`src/rtl/cpu_bus_cycle_gen.sv`:
```
// Bus-strobe and wait-state generator sitting between a TV80-class core and
// the GameBoy memory/IO fabric. Turns one-hot M-cycle/T-state plus access
// qualifiers into registered MREQ_n/IORQ_n/RD_n/WR_n strobes. Inserts a
// programmable number of T2 wait states per address space. Latches read data.
//
// Index mapping follows the core: mcycle[0] is M1, mcycle[2] is M3.
// tstate[1] is T1, tstate[2] is T2 and tstate[3] is T3.
module cpu_bus_cycle_gen #(
    parameter int unsigned DW      = 8,
    parameter int unsigned T2WRITE = 2,
    parameter int unsigned MEM_WS  = 0,
    parameter int unsigned IO_WS   = 1,
    parameter int unsigned WS_W    = 3
) (
    input  logic          CLK_n,
    input  logic          RESET,
    input  logic          CLKEN,
    input  logic          WAIT_n,
    input  logic [6:0]    mcycle,
    input  logic [6:0]    tstate,
    input  logic          write,
    input  logic          no_read,
    input  logic          iorq,
    input  logic          intcycle_n,
    input  logic [DW-1:0] DI,
    output logic          core_wait_n,
    output logic [DW-1:0] di_reg,
    output logic          MREQ_n,
    output logic          IORQ_n,
    output logic          RD_n,
    output logic          WR_n,
    output logic          ws_busy
);

    localparam logic [WS_W-1:0] MemWsL = MEM_WS[WS_W-1:0];
    localparam logic [WS_W-1:0] IoWsL  = IO_WS[WS_W-1:0];

    typedef enum logic [1:0] {StIdle, StCount, StDone} ws_state_e;

    ws_state_e       st_q;
    logic [WS_W-1:0] cnt_q;
    logic            served_q;
    logic            wait_prev_q;
    logic [DW-1:0]   di_q;
    logic            mreq_q, iorq_q, rd_q, wr_q;
    logic            mreq_d, iorq_d, rd_d, wr_d;

    logic            m1, t1, t2, t3;
    logic            int_ack, bus_access, wr_phase;
    logic [WS_W-1:0] ws_load;

    // Only a subset of the one-hot cycle/state bits drive bus activity.
    logic unused_bits;
    assign unused_bits = ^{mcycle[6:3], mcycle[1], tstate[6:4], tstate[0]};

    assign m1 = mcycle[0];
    assign t1 = tstate[1];
    assign t2 = tstate[2];
    assign t3 = tstate[3];

    assign int_ack    = mcycle[2] & ~intcycle_n;
    assign bus_access = ~int_ack & (m1 | write | ~no_read);
    assign ws_load    = iorq ? IoWsL : MemWsL;

    assign ws_busy     = (cnt_q != '0);
    assign core_wait_n = WAIT_n & ~ws_busy;

    assign di_reg = di_q;
    assign MREQ_n = mreq_q;
    assign IORQ_n = iorq_q;
    assign RD_n   = rd_q;
    assign WR_n   = wr_q;

    // Select the T-states in which WR_n is driven low.
    always_comb begin
        wr_phase = t1 | t2;
        if (T2WRITE == 0) begin
            wr_phase = t2;
        end else if (T2WRITE == 1) begin
            wr_phase = t1 | (t2 & ~core_wait_n);
        end
    end

    // Next strobe values; everything idles high unless a qualifier pulls it low.
    always_comb begin
        mreq_d = 1'b1;
        iorq_d = 1'b1;
        rd_d   = 1'b1;
        wr_d   = 1'b1;
        if (m1) begin
            if (t1 || t2) begin
                rd_d   = ~intcycle_n;
                mreq_d = ~intcycle_n;
            end
            if (t3) begin
                mreq_d = 1'b0;  // refresh
            end
        end else if (int_ack) begin
            if (t2) begin
                iorq_d = 1'b0;
            end
        end else begin
            if ((t1 || t2) && !no_read && !write) begin
                rd_d   = 1'b0;
                iorq_d = ~iorq;
                mreq_d = iorq;
            end
            if (write) begin
                if (t1 || t2) begin
                    iorq_d = ~iorq;
                    mreq_d = iorq;
                end
                if (wr_phase) begin
                    wr_d = 1'b0;
                end
            end
        end
    end

    // Strobe registers; updated every edge, independent of CLKEN.
    always_ff @(posedge CLK_n) begin
        if (RESET) begin
            mreq_q <= 1'b1;
            iorq_q <= 1'b1;
            rd_q   <= 1'b1;
            wr_q   <= 1'b1;
        end else begin
            mreq_q <= mreq_d;
            iorq_q <= iorq_d;
            rd_q   <= rd_d;
            wr_q   <= wr_d;
        end
    end

    // Wait-state FSM: load once per T2, count down on CLKEN, rearm after T2.
    always_ff @(posedge CLK_n) begin
        if (RESET) begin
            st_q     <= StIdle;
            cnt_q    <= '0;
            served_q <= 1'b0;
        end else begin
            case (st_q)
                StIdle: begin
                    if (CLKEN && t2 && bus_access && !served_q) begin
                        served_q <= 1'b1;
                        cnt_q    <= ws_load;
                        st_q     <= (ws_load == '0) ? StDone : StCount;
                    end
                end
                StCount: begin
                    if (cnt_q == '0) begin
                        st_q <= StDone;
                    end else if (CLKEN) begin
                        cnt_q <= cnt_q - WS_W'(1);
                        if (cnt_q == WS_W'(1)) begin
                            st_q <= StDone;
                        end
                    end
                end
                StDone: begin
                    if (!t2) begin
                        st_q     <= StIdle;
                        served_q <= 1'b0;
                    end
                end
                default: st_q <= StIdle;
            endcase
        end
    end

    // Read-data latch; a registered low core_wait_n lets the release edge
    // capture data even when CLKEN is not asserted on that edge.
    always_ff @(posedge CLK_n) begin
        if (RESET) begin
            di_q        <= '0;
            wait_prev_q <= 1'b1;
        end else begin
            wait_prev_q <= core_wait_n;
            if (t2 && core_wait_n && !write && !no_read && (CLKEN || !wait_prev_q)) begin
                di_q <= DI;
            end
        end
    end

endmodule

```
`config.mk`:
```
export PLATFORM = sky130hd
export DESIGN_NAME = cpu_bus_cycle_gen
export DESIGN_NICKNAME = d
export VERILOG_FILES = /design/src/rtl/cpu_bus_cycle_gen.sv
export SDC_FILE = /design/constraint.sdc
export NUM_CORES = 1
export LEC_CHECK = 0
export ABC_AREA = 1
export CORE_MARGIN = 4
export CORE_UTILIZATION = 45
export CTS_BUF_LIST = sky130_fd_sc_hd__clkbuf_4 sky130_fd_sc_hd__clkbuf_8
export DETAILED_ROUTE_END_ITERATION = 12
export GPL_TIMING_DRIVEN = 0
export PLACE_DENSITY = 0.87
export RECOVER_POWER = 100
export SLEW_MARGIN = 15
export SYNTH_ARGS = -nofsm -noshare
export SYNTH_HDL_FRONTEND = slang
export SYNTH_SLANG_ARGS = --single-unit
export TNS_END_PERCENT = 10
```
`constraint.sdc`:
```
create_clock -name CLK_n -period 2.8 [get_ports CLK_n]
set_clock_uncertainty 0.05 [all_clocks]
set_input_delay 0.28 -clock CLK_n [delete_from_list [all_inputs] [get_ports CLK_n]]
set_output_delay 0.28 -clock CLK_n [all_outputs]
set_load 0.03 [all_outputs]
```
==> results list, run 1 <==
- Net switching power: roughly 0.28 mW
- In the post-synthesis netlist, the biggest area contributors are dfxtp_1 40%, inv_1 11%, a21oi_1 6.3%, nand3_1 5.8%, o21ai_0 5.3%.
- In this run the tightest slew margin relative to its limit is 0.7347.
- The die covers 2903 um2.
* Via Count: 935
* Utilization of the core after routing: 0.6553
- The detailed router finished its first iteration with 24 violations.
* Worst setup path start: cnt_q[0]
- Initial antenna violation count: 0
- Overall fraction of global-route tracks in use: 0.1753
* Fin crit share: 0.8016
- Syn Nets: 160
* Routed len/inst: 11.97 um
* Core region area: around 2000 um2
- In this run, placement finished with an instance count of 188.
- Number of global-route vias before repair: 893
- The congestion estimate from routability-driven global placement came to 0.9063.
- DRC violations left: 0
* Post-synthesis cell type with the largest combined area: dfxtp_1
* Switching power as a share of total power: 0.3777
* Area share of the largest cell type after synthesis: 0.4016
- Synth Register Bits: 19
- The worst setup path is captured at a primary output.
- Maximum number of pins on one net before global-route repair: 12
- In this run the deepest clock path goes through 2 buffers.
- The initial utilization of the core area, before any placement, comes to 0.4779.
* Maximum operating frequency: ~450 MHz
- Once the clock tree was built, the resizer swapped 0 gates to a different size.
* Pins over their slew limit: 0
- Max reg flops: 8
* Sequential element share of the synthesized area: 0.4016
* Diode count: 0
* # rows: 16
- At the worst endpoint, the arrival time is 1.91 ns.
* Number of buffers inserted by hold repair at cts: 0
- Setup repair after global routing left no endpoint under its margin.
* Critical Path Fanout Max: 5
- In this run the critical register-to-register path is launched from cnt_q[0].
* Combinational share of power: 0.369
- Number of detailed-route iterations in the first pass: 4
- TritonCTS clock tree: built
- Worst vdd rail ir drop: 0.3350 mV
* Via density per instance: between 4 and 5
- Type of origin of the critical path: flip-flop
- Relative area change from synthesis to final layout: 37.12%
- Total power for the finished layout comes to 0.7399 mW.
* CTS Root Buffer Type: clkbuf_4
- Ports placed on the boundary: 44
* Per-instance average area after synthesis: roughly 7.5 um2
* Post-CTS setup buffer count: 0
- Post-Synthesis Cells: 127
* Required time of the critical path: 2.47 ns
- Delay of the slowest cell on the worst path: 0.78 ns
* Worst-skew pair later-pin latency: 0.30 ns
- Count of input and output buffers: 34
- Summed over all layers, the global routing overflow is 0.
* Series of cell instances along the critical path: inv_1 -> ha_1 -> nand2_1 -> dlygate4sd3_1
- Clock-pin slew of the registers on the worst-case setup and hold paths: 0.11 ns
* Lkg Pwr: 0.5715 nW
- Measured along the y axis, the die boundary spans 53.88 um.
- By startpoint and endpoint, the worst setup path is classified as reg -> out.
- Synthesis instantiated 25 different standard cells from the library.
- Max-cap violations in this run came to 0.
- Final Non-Filler Cells: roughly 190
- Final sum of negative setup slack: 0 ns
- The routed design has 2298 um of wire.
* H-tree Lvls: 1
- Setup violations remaining at the end of the flow were counted as 0.
- Clock tree synthesis found a total of 19 sinks.
- Of the total power, the clock network draws 0.191.
* Pint: 0.4605 mW
* Outcome: finished, final reports clean
- For this run, the post-layout net count is between 150 and 200.
- In this run the power density over the cells is 569.7 nW/um2.
- Synthesis warning total: 0
- Tightest Pin Transition: 0.3979 ns
- Width of the chip: between 50 and 60 um
- Total clock buffers created by CTS: 3
* Mapped cell area: ~950 um2
- The worst hold path begins at di_reg[3].
- DRT antenna net count: 0
- Ratio of cells with drive above 1 in the final layout: 0.04848
* Final Hold Vio Count: 0
- Summed over all nets, the half-perimeter wirelength after detailed placement is 1832 um.
* Post-route minimum period: roughly 2.2 ns
- Global-route wire length before repair: between 3000 and 4000 um
* Worst-path cell with the longest stage delay: dlygate4sd3_1
* Relative contribution of sequential cells to total power: 0.440
- The worst hold path belongs to the class reg -> reg.
==> cells in the final DEF, fill, tap and decap left out <==
| master | synthesis | routed |
|---|---|---|
| a21oi_1 | 12 | 12 |
| a21oi_2 | 1 | 1 |
| clkbuf_1 | 1 | 2 |
| clkbuf_4 | 0 | 3 |
| clkdlybuf4s50_1 | 0 | 17 |
| clkinv_2 | 0 | 1 |
| dfxtp_1 | 19 | 19 |
| dlygate4sd3_1 | 0 | 17 |
| ha_1 | 3 | 3 |
| inv_1 | 28 | 28 |
| inv_2 | 1 | 1 |
| nand2_1 | 13 | 16 |
| nand3_1 | 11 | 12 |
| nand4_1 | 2 | 3 |
| nor2_1 | 9 | 10 |
| nor2_4 | 1 | 1 |
| nor3_1 | 1 | 1 |
| o211ai_1 | 2 | 2 |
| o21ai_0 | 10 | 12 |
| o21ai_1 | 1 | 1 |
| o31ai_1 | 2 | 2 |
| or2_2 | 1 | 1 |
==> logic make-up after synthesis <==
logic type      Yosys count  synth area share
simple gates             44            0.2470
fa+ha+maj                 3           0.03963
flops                    19            0.4016
compound gates           30            0.1810
buf+inv                  31            0.1308
==> final timing paths <==
path	cells after the start	slack, ns	endpoint
min reg2reg	2	0.40	di_reg[3]
max reg2reg	8	0.96	di_reg[1]
min	2	0.40	di_reg[3]
max	4	0.56	ws_busy
==> Yosys cell counts (all sizes together) <==
library cell and n:
inv 29, dfxtp 19, nand2 16, a21oi 13
o21ai 13, nand3 12, nor2 11, ha 3
nand4 3, o211ai 2, o31ai 2, buf 1
clkbuf 1, nor3 1, or2 1
==> cell type report <==
cell class,count,area (um2)
clock inverters,1,5.005
clock buffers,3,22.52
multi-input cells,77,400.4
flip-flops and latches,19,380.4
inverters,29,108.9
plain buffers,2,7.507
repair buffers,34,340.3
well taps,27,33.78
fillers,161,683.2
==> critical path, delay by kind of cell, from the launching register on <==
kind                     cells  cell delay (ns)
buffers and inverters        2             0.86
flip-flops                   1             0.40
AND/OR/NAND/NOR              1             0.17
adder cells (fa/ha/maj)      1             0.19
==> stage by stage <==
| stage | cell area, um2 | hold slack (ns) | worst slack (ns) |
|---|---|---|---|
| after detailed placement | 1321 | 0.3859 | 0.8383 |
| after floorplan | 947.2 | 0.2991 | 1.263 |
| final | 1299 | 0.3988 | 0.5555 |
| after CTS | 1349 | 0.4035 | 0.6400 |
| after global placement | 1321 | 0.3806 | 0.8371 |
| after global routing | 1299 | 0.4242 | 0.4328 |
==> layer usage <==
layer	GRT usage	part of all wire	vias up
li1	-	-	484
met1	0.1922	0.40	413
met2	0.3185	0.52	36
met3	0.04155	0.071	2
met4	0.07234	0.0087	0
met5	0	0	-
==> power groups by stage <==
stage               sequential (mW)  clock (mW)  combinational (mW)
finish                        0.326       0.141               0.273
global route                  0.328       0.155               0.311
CTS                           0.325       0.146               0.305
detailed placement            0.332           0               0.302
global placement              0.329           0               0.289
floorplan                     0.343           0               0.186
Power figures use the tool's default switching activity.
==> run 2: changes to the inputs <==
- CORE_UTILIZATION: 45 -> 38
- PLACE_DENSITY: 0.87 -> 0.79
- clock period: 2.8 -> 1.9 ns (I/O delays scaled with it)
==> run 2 against run 1 <==
Compared with the run above: clock-buffer cell count increased by 1; via count decreased by 0.32%; power increased by 50%; core utilization is 7.5 points lower; clock power rose by 54%; worst hold slack worse by 0.0043 ns; sequential share of layout area decreased by 0.74 points; combinational power is 51% higher; critical path type unchanged; critical endpoint is now core_wait_n; largest cell class unchanged.
==> results list, run 2 (synthesis results as in run 1) <==
* Via density per instance: 4.829 (was 4.870)
- The HPWL after detailed placement was 1757 um (was 1832 um).
- The relative area change from synthesis to final layout was 40.69% (was 37.12%).
* Max reg flops: 8 (unchanged)
- The portion of total power attributed to sequential cells was 0.433 (was 0.440).
- The area of the core was 2297 um2 (was 1982 um2).
* Tightest Pin Transition: 0.4619 ns (was 0.3979 ns)
- Lkg Pwr: 0.5810 nW (was 0.5715 nW)
- DRC violations left: 0 (unchanged)
- The detailed-routing iteration count for the pre-antenna-repair pass came to 4 (unchanged).
* H-tree Lvls: 1 (unchanged)
- The worst min-delay path class is in -> reg (was reg -> reg).
* Maximum operating frequency: 564.7 MHz
- 1st-iter DRT viols: 12 (was 24)
- Number of maximum-capacitance constraint violations: 0 (unchanged)
- The I/O pin count is 44 (unchanged).
- Routed len/inst: 11.55 um (was 11.97 um)
- The final net count came to 199 (unchanged).
* Type of origin of the critical path: flip-flop (unchanged)
- Post-CTS setup buffer count: 0 (unchanged)
- Worst-skew pair later-pin latency: 0.29 ns (was 0.30 ns)
- Initial antenna violation count: 0 (unchanged)
- The number of clock sinks came to 19 (unchanged).
- The worst max-slew margin expressed relative to the limit came to 0.6921 (was 0.7347).
* Ratio of cells with drive above 1 in the final layout: 0.07879 (was 0.04848)
* Final sum of negative setup slack: 0 ns (unchanged)
- Via Count: 932 (was 935)
- Count of input and output buffers: 34 (unchanged)
- Fin crit share: 0.9320
- The count of inserted antenna diode cells is 0 (unchanged).
- The library cell used as clock root buffer is clkbuf_4 (unchanged).
- The effective utilization at floorplan was 0.4123 (was 0.4779).
- Maximum buffer depth of the clock tree: 2 (unchanged)
* Worst endpoint data arrival time: 1.53 ns (was 1.91 ns)
- Power density cells: 830.5 nW/um2 (was 569.7 nW/um2)
* Design Power: 1.107 mW (was 0.7399 mW)
* Switching power as a share of total power: 0.3657 (was 0.3777)
* Maximum number of pins on one net before global-route repair: 11 (was 12)
- The global routing usage summed across all routing layers is 0.1428 (was 0.1753).
- Outcome: finished, final reports clean (unchanged)
- The maximum ir drop on the vdd rail is 0.6878 mV (was 0.3350 mV).
- The final routed wirelength across all metal layers is 2229 um (was 2298 um).
- The die outline area was 3355 um2 (was 2903 um2).
* TritonCTS clock tree: built (unchanged)
- The largest fanout on the critical path was 5 (unchanged).
- The most common cell after layout, fill and taps aside is inv_1 (unchanged).
* Global route total overflow: 0 (unchanged)
- The total of endpoints with negative setup slack in the final report is 0 (unchanged).
- The global-route wire length before repair is 3815 um (was 3677 um).
- The number of antenna-violating nets in the routed design came to 0 (unchanged).
* Pint: 0.7019 mW (was 0.4605 mW)
* Width of the chip: 57.93 um (was 53.88 um)
- The combinational cell fraction of total power was 0.372 (was 0.369).
- The path type of the worst setup path is reg -> out (unchanged).
- Number of global-route vias before repair: 926 (was 893)
- The data required time of the critical path came to 1.66 ns (was 2.47 ns).
- The die height came to 57.93 um (was 53.88 um).
* RSZ-0062 raised after global routing: no (unchanged)
* Clock-pin slew of the registers on the worst-case setup and hold paths: 0.10 ns (was 0.11 ns)
- The clock share of power came to 0.196 (was 0.191).
- The routability-driven placement congestion ratio is 0.8861 (was 0.9063).
* Total clock buffers created by CTS: 3 (unchanged)
* # rows: 17 (was 16)
- Post-route minimum period: 1.771 ns
* Final Hold Vio Count: 0 (unchanged)
* Setup crit end kind: primary output (unchanged)
- The number of slew-limit violations in the final report is 0 (unchanged).
- Net switching power: 0.4048 mW (was 0.2795 mW)
* Commonest cells after routing, fill and taps aside: 28 x inv_1, 19 x dfxtp_1, 18 x clkdlybuf4s50_1 (was 28 x inv_1, 19 x dfxtp_1, 17 x clkdlybuf4s50_1, 17 x dlygate4sd3_1, 16 x nand2_1)
## run 2: cell count changes in the layout (fill, tap and decap cells not counted), moves of 2 or more
| cell | previous run | this run |
|---|---|---|
| nand2_1 | 16 | 14 |
| dlygate4sd2_1 | 0 | 2 |
| o21ai_2 | 0 | 2 |
| dlygate4sd3_1 | 17 | 14 |
## run 2: final cells by class
class | instances | area, um2
fillers | 228 | 964.7
plain buffers | 2 | 7.507
flip-flops and latches | 19 | 380.4
clock buffers | 4 | 30.03
repair buffers | 34 | 337.8
well taps | 28 | 35.03
inverters | 29 | 108.9
multi-input cells | 77 | 432.9
## run 2: path summary, 6_finish.rpt
kind | startpoint | end | slack (ns) | cells past startpoint
max reg2reg | cnt_q[0] | di_reg[1] | 0.24 | 8
max | cnt_q[0] | core_wait_n | 0.13 | 5
min reg2reg | di_reg[1] | di_reg[1] | 0.40 | 2
min | write | WR_n | 0.39 | 2
## run 2: worst max-delay path, stage by stage (launching register included)
cell and delay (ns):
dfxtp_1 0.35, inv_1 0.09, ha_1 0.19, nand2_4 0.08
nor2_4 0.11, dlygate4sd2_1 0.42
## run 2: power by group through the flow
| stage | logic (mW) | registers (mW) | clock network [mW] |
|---|---|---|---|
| after global routing | 0.464 | 0.487 | 0.246 |
| after detailed placement | 0.438 | 0.488 | 0 |
| after CTS | 0.429 | 0.479 | 0.225 |
| after floorplan | 0.274 | 0.505 | 0 |
| after global placement | 0.426 | 0.485 | 0 |
| final | 0.411 | 0.479 | 0.217 |
## run 2: per-layer routing
metal / up-vias / part of all wire / routed length, um / track usage
li1: 483 / - / - / -
met1: 421 / 0.44 / 975 / 0.1655
met2: 26 / 0.48 / 1076 / 0.2500
met3: 2 / 0.076 / 170 / 0.06013
met4: 0 / 0.0027 / 6 / 0.01987
met5: - / 0 / 0 / 0
## run 2: repair_timing
action	in CTS	in global routing
hold buffers	0	0
setup endpoints to repair	2	0
resized for setup	2	0
## run 2: stage by stage
step	cell area, um2	setup slack (ns)	hold WS, ns	cells	util
finish	1333	0.1291	0.3945	193	0.5801
global route	1333	0.006981	0.4045	193	0.5801
detailed placement	1323	0.1288	0.3889	189	0.5757
floorplan	947.2	0.3632	0.2091	127	-
CTS	1350	0.1074	0.3860	193	0.5877
global placement	1323	0.1240	0.3827	189	0.5757
==> run 3: changes to the inputs <==
- SLEW_MARGIN: 15 -> not set
==> results of run 3 <==
No change in the layout: final DEF, timing and power equal those of run 2.
